**src/rtl/rf_pkg.sv**
```systemverilog
// rf_pkg: shared constants and byte-strobe merge for register_file_mp.
// The merge is used by both the storage write and the read bypass.
package rf_pkg;
  localparam int RF_DEPTH_DEF  = 16;
  localparam int RF_WIDTH_DEF  = 64;
  localparam int RF_NUM_RD_DEF = 2;
  localparam int RF_WIDTH_MAX  = 512;
  localparam int RF_STRB_MAX   = RF_WIDTH_MAX / 8;

  typedef logic [RF_WIDTH_MAX-1:0] rf_word_t;
  typedef logic [RF_STRB_MAX-1:0]  rf_strb_t;

  // Callers zero-extend to the max width and truncate the result.
  function automatic rf_word_t rf_strb_merge(
    input rf_word_t i_old,
    input rf_word_t i_new,
    input rf_strb_t i_strb
  );
    rf_word_t w_m;
    for (int b = 0; b < RF_STRB_MAX; b++) begin
      w_m[8*b +: 8] = i_strb[b] ? i_new[8*b +: 8]
                                : i_old[8*b +: 8];
    end
    return w_m;
  endfunction
endpackage

```
**src/rtl/register_file_mp_read_port.sv**
```systemverilog
// rf_read_port: one registered read port with write-first bypass.
// Out-of-range addresses return zero with the valid flag set.
module rf_read_port
  import rf_pkg::*;
#(
  parameter int DEPTH = RF_DEPTH_DEF,
  parameter int WIDTH = RF_WIDTH_DEF,
  parameter int AW    = $clog2(DEPTH)
) (
  input  logic               clk,
  input  logic               reset_n,
  input  logic               i_read_en,
  input  logic [AW-1:0]      i_raddr,
  input  logic [WIDTH-1:0]   i_mem [DEPTH],
  input  logic               i_wr_ok,
  input  logic [AW-1:0]      i_waddr,
  input  logic [WIDTH-1:0]   i_wdata,
  input  logic [WIDTH/8-1:0] i_wstrb,
  output logic [WIDTH-1:0]   o_rdata,
  output logic               o_rvalid
);
  localparam logic [AW:0] LP_DEPTH = (AW+1)'(DEPTH);

  logic             w_in_range;
  logic             w_hit;
  logic [WIDTH-1:0] w_old;
  logic [WIDTH-1:0] w_merged;
  logic [WIDTH-1:0] w_next;
  logic [WIDTH-1:0] r_rdata;
  logic             r_rvalid;

  assign w_in_range = {1'b0, i_raddr} < LP_DEPTH;
  assign w_old      = w_in_range ? i_mem[i_raddr] : '0;
  // i_wr_ok already excludes dropped writes, so a hit is in range
  assign w_hit      = i_wr_ok && (i_waddr == i_raddr);
  assign w_merged   = WIDTH'(rf_strb_merge(
                        rf_word_t'(w_old),
                        rf_word_t'(i_wdata),
                        rf_strb_t'(i_wstrb)));
  assign w_next     = w_hit ? w_merged : w_old;

  always_ff @(posedge clk or negedge reset_n) begin
    if (!reset_n) begin
      r_rdata  <= '0;
      r_rvalid <= 1'b0;
    end else begin
      r_rvalid <= i_read_en;
      if (i_read_en) r_rdata <= w_next;
    end
  end

  assign o_rdata  = r_rdata;
  assign o_rvalid = r_rvalid;
endmodule

```
**src/rtl/register_file_mp.sv**
```systemverilog
// register_file_mp: DEPTH x WIDTH register file, one write, NUM_RD reads.
// Define RF_ZERO_REG_EN to hardwire entry 0 to zero.
module register_file_mp
  import rf_pkg::*;
#(
  parameter int DEPTH  = RF_DEPTH_DEF,
  parameter int WIDTH  = RF_WIDTH_DEF,
  parameter int NUM_RD = RF_NUM_RD_DEF,
  parameter int AW     = $clog2(DEPTH)
) (
  input  logic                    clk,
  input  logic                    reset_n,
  input  logic [NUM_RD-1:0]       read_en,
  input  logic [NUM_RD*AW-1:0]    raddr,
  input  logic                    write_en,
  input  logic [AW-1:0]           waddr,
  input  logic [WIDTH-1:0]        wdata,
  input  logic [WIDTH/8-1:0]      wstrb,
  output logic [NUM_RD*WIDTH-1:0] rdata,
  output logic [NUM_RD-1:0]       rvalid
);
`ifdef RF_ZERO_REG_EN
  localparam bit LP_ZERO = 1'b1;
`else
  localparam bit LP_ZERO = 1'b0;
`endif
  localparam logic [AW:0] LP_DEPTH = (AW+1)'(DEPTH);

  logic [WIDTH-1:0] w_mem [DEPTH];
  logic             w_wr_zero;
  logic             w_wr_ok;

  assign w_wr_zero = LP_ZERO && (waddr == '0);
  assign w_wr_ok   = write_en
                  && ({1'b0, waddr} < LP_DEPTH)
                  && !w_wr_zero;

  for (genvar e = 0; e < DEPTH; e++) begin : g_ent
    if (LP_ZERO && e == 0) begin : g_zero
      assign w_mem[e] = '0;
    end else begin : g_flop
      logic [WIDTH-1:0] r_ent;
      logic             w_we;

      assign w_we = w_wr_ok && (waddr == AW'(e));

      always_ff @(posedge clk or negedge reset_n) begin
        if (!reset_n) begin
          r_ent <= '0;
        end else if (w_we) begin
          r_ent <= WIDTH'(rf_strb_merge(
                     rf_word_t'(r_ent),
                     rf_word_t'(wdata),
                     rf_strb_t'(wstrb)));
        end
      end

      assign w_mem[e] = r_ent;
    end
  end

  for (genvar p = 0; p < NUM_RD; p++) begin : g_rd
    rf_read_port #(
      .DEPTH (DEPTH),
      .WIDTH (WIDTH),
      .AW    (AW)
    ) u_port (
      .clk       (clk),
      .reset_n   (reset_n),
      .i_read_en (read_en[p]),
      .i_raddr   (raddr[p*AW +: AW]),
      .i_mem     (w_mem),
      .i_wr_ok   (w_wr_ok),
      .i_waddr   (waddr),
      .i_wdata   (wdata),
      .i_wstrb   (wstrb),
      .o_rdata   (rdata[p*WIDTH +: WIDTH]),
      .o_rvalid  (rvalid[p])
    );
  end
endmodule

```
**config.mk**
```make
export PLATFORM = sky130hd
export DESIGN_NAME = register_file_mp
export DESIGN_NICKNAME = d
export VERILOG_FILES = /design/src/rtl/rf_pkg.sv /design/src/rtl/register_file_mp_read_port.sv /design/src/rtl/register_file_mp.sv
export SDC_FILE = /design/constraint.sdc
export NUM_CORES = 2
export LEC_CHECK = 0
export CORE_UTILIZATION = 60
export DETAILED_ROUTE_END_ITERATION = 16
export HOLD_SLACK_MARGIN = 0.1
export PLACE_DENSITY = 0.75
export SYNTH_ARGS = -nofsm -noshare
export SYNTH_HDL_FRONTEND = slang
export SYNTH_SLANG_ARGS = --single-unit
```
**constraint.sdc**
```tcl
create_clock -name clk -period 1.9 [get_ports clk]
set_input_delay 0.38 -clock clk [delete_from_list [all_inputs] [get_ports clk]]
set_output_delay 0.38 -clock clk [all_outputs]
set_load 0.01 [all_outputs]
```
==> run metrics <==
# IOs around 220; DR pass1 iterations 5; Area contributors post-synth dfrtp_1 48%, mux4_2 19%, mux2_2 19%; Post-synth ARST share 100.0%; GR Overflow Total 0; Placement Rows around 120; Max-Cap Viols 0; Synth Area per Inst about 14 sq um; Vias/cell 6.751; top cell type by total area after synthesis dfrtp_1; Routed wire per std cell about 28 um; root buf cell clkbuf_16; mux cell area share after synthesis approximately two fifths; post-detailed-placement half-perimeter wirelength between 100 and 150 mm; # nets final about 4800; R2R setup slack 0.25 ns; met2 wire length approximately 84 mm; Pwr Density around 1000 mW/mm^2; leakage 32.87 nW; CTS sink count about 1200; post-synthesis compound-gate area fraction approximately 7.3%; vias in the first global route between 40000 and 50000; adder-cell share of the synthesized area 0%; main combinational cell family by area after synthesis multiplexers; Worst Tran Pin Value roughly 0.47 ns; number of cells on the critical path 1; Final Skew 0.01339 ns; Reg power frac between 40% and 50%; die area slightly above 0.1 sq mm; Peak VDD IR 0.0009245 V; Post CTS Setup Buffer Count 0; number of diodes 0; M1 wire length slightly below 70 mm; fmax 0.5344 GHz; crit path launch type flop; internal power 0.05436 W; Final period util between 90% and 100%; Netlist cell types 28; final core utilization 74.37%; Top Metal Used met5; most common cell after layout, fill and taps aside dfrtp_1; Worst setup EP type output pin; CP arrival roughly 1.5 ns; CP max stage cell dfrtp_2; Clk pwr share 33.7%; flip-flop and latch area roughly 0.029 sq mm; Via Count just over 40000; Hold WC Path Type primary input to async pin; sw frac approximately 27%; met3 WL post-DR ~14 mm; hold_ws ~0.15 ns; height of the die roughly 320 um; Net Sw Power between 0.02 and 0.025 W; Crit path largest cell delay between 0.4 and 0.5 ns; status completed; Layout area overhead 22.95%; core area 0.1000 sq mm; first-pass GRT wire length about 270 mm; setup repair after global routing missed its margin false; clk slew on worst S/H paths roughly 0.06 ns; CP Max Fanout 2; Post-Route WL around 170 mm; Tmin final 1.871 ns; drc violations 0; Main synth FF type dfrtp_1; critical path class flop to output pin; post-route ant nets 0; share of layout cells above drive strength 1 roughly 50%; Post-synth EDFFs 0; CTS tree yes; CTS Buffer Depth 3; worst skew pair latency 0.72 ns; Post-Synth XOR/XNOR Area 0.1158%; Multi-input gate area 0.03029 sq mm; Yosys warning count 0; Syn Inst Count 4172; Reg2Reg Depth 4; Port Buf Inserts around 220; Simple-Gate Fraction of Synth Area just over 4%; combinational power share between 20 and 25%; commonest cells after routing, fill and taps aside 1147 x dfrtp_1, 1023 x mux2_2, 512 x mux4_2; final slew viol count 0; fill count about 6200; endpoints failing setup 0; total nets after synthesis between 4000 and 5000; Crit path max-delay family flip-flops; initial drt markers ~3300; Crit path buffers/inverters 1; Hold Violations, Final 0; share of the yosys chip area belonging to registers between 40 and 50%; Die X approximately 320 um; Initial Util 60.48%; initial antenna violation count 4; Slew headroom between 60 and 70%; worst-path cell chain dlygate4sd2_1; largest net degree at the start of global routing 64; Yosys reg bits between 1000 and 1500; routability cong. around 0.86; post-synth top area share between 40 and 50%; Post-Syn Area between 0.06 and 0.07 sq mm; H-tree Lvls 3; Worst EP required approximately 1.5 ns; Num CTS Buffers 121; GRT Total Usage between 30% and 40%
logic make-up (layout without fill, tap and decap cells):
family          count (synthesis)  in the layout
buf+inv                       399           1090
mux                          1539           1539
flops                        1154           1154
simple gates                  546            546
xor+xnor                        8              8
compound gates                526            526
timing repair:
action                     in CTS  in global routing
hold endpoints to repair      637                  0
hold buffers                    2                  0
setup endpoints to repair     130                676
gates resized for setup       140                  3
path summary, 6_finish.rpt:
check | from | to
setup / recovery | g_rd[0].u_port.o_rdata[23] | rdata[23]
hold / removal | reset_n | g_ent[8].g_flop.r_ent[10]
setup reg to reg | g_ent[9].g_flop.r_ent[26] | g_rd[1].u_port.o_rdata[26]
hold reg to reg | g_ent[6].g_flop.r_ent[37] | g_ent[6].g_flop.r_ent[37]
max in group asynchronous | reset_n | g_ent[12].g_flop.r_ent[16]
min in group clk | read_en[1] | g_rd[1].u_port.o_rvalid
registers in the layout (all words and copies together) (netlist names):
name                  count
g_ent.g_flop.r_ent     1024
g_rd.u_port.o_rvalid      2
g_rd.u_port.o_rdata     128
layout make-up:
| cell class | count | share of cell area [%] |
|---|---|---|
| clock inverters | 41 | 0.6965 |
| flip-flops and latches | 1154 | 38.84 |
| inverters | 8 | 0.04038 |
| multi-input cells | 2619 | 40.74 |
| repair buffers | 855 | 12.49 |
| well taps | 1298 | 2.184 |
| clock buffers | 186 | 5.012 |
power groups by stage:
stage	Sequential (W)	Clock, W	Combinational (W)
floorplan	0.0323	0	0.0110
CTS	0.0329	0.0253	0.0164
detailed placement	0.0333	0	0.0166
finish	0.0330	0.0251	0.0163
global placement	0.0328	0	0.0161
global route	0.0336	0.0263	0.0174
routing by layer:
layer	vias to the layer above	track usage, %
met3	461	6.820
met4	8	14.53
li1	17340	-
met1	22069	47.79
met2	1713	55.79
met5	-	0
Yosys cell counts (16+ instances only):
| master | number |
|---|---|
| nand2_1 | 259 |
| nor2_1 | 138 |
| dfrtp_1 | 1154 |
| o41a_1 | 126 |
| o31ai_1 | 16 |
| buf_1 | 77 |
| a22o_1 | 254 |
| buf_2 | 54 |
| nand2b_1 | 130 |
| mux2_2 | 1023 |
| o21ai_0 | 126 |
| mux4_2 | 512 |
| clkbuf_1 | 258 |
through the flow:
stage	setup TNS [ns]	cell area (sq um)	worst slack [ns]	instances	power, W
floorplan	-2.577	60960	-0.05239	4172	0.04332
global placement	-669.35	70240	-0.6959	5932	0.04893
detailed placement	-714.23	70240	-0.7370	5932	0.04991
CTS	0	74360	0.001076	6161	0.07459
global route	0	74370	0.01110	6161	0.07729
finish	0	74370	0.02879	6161	0.07441
(Power assumes the default switching activity.)
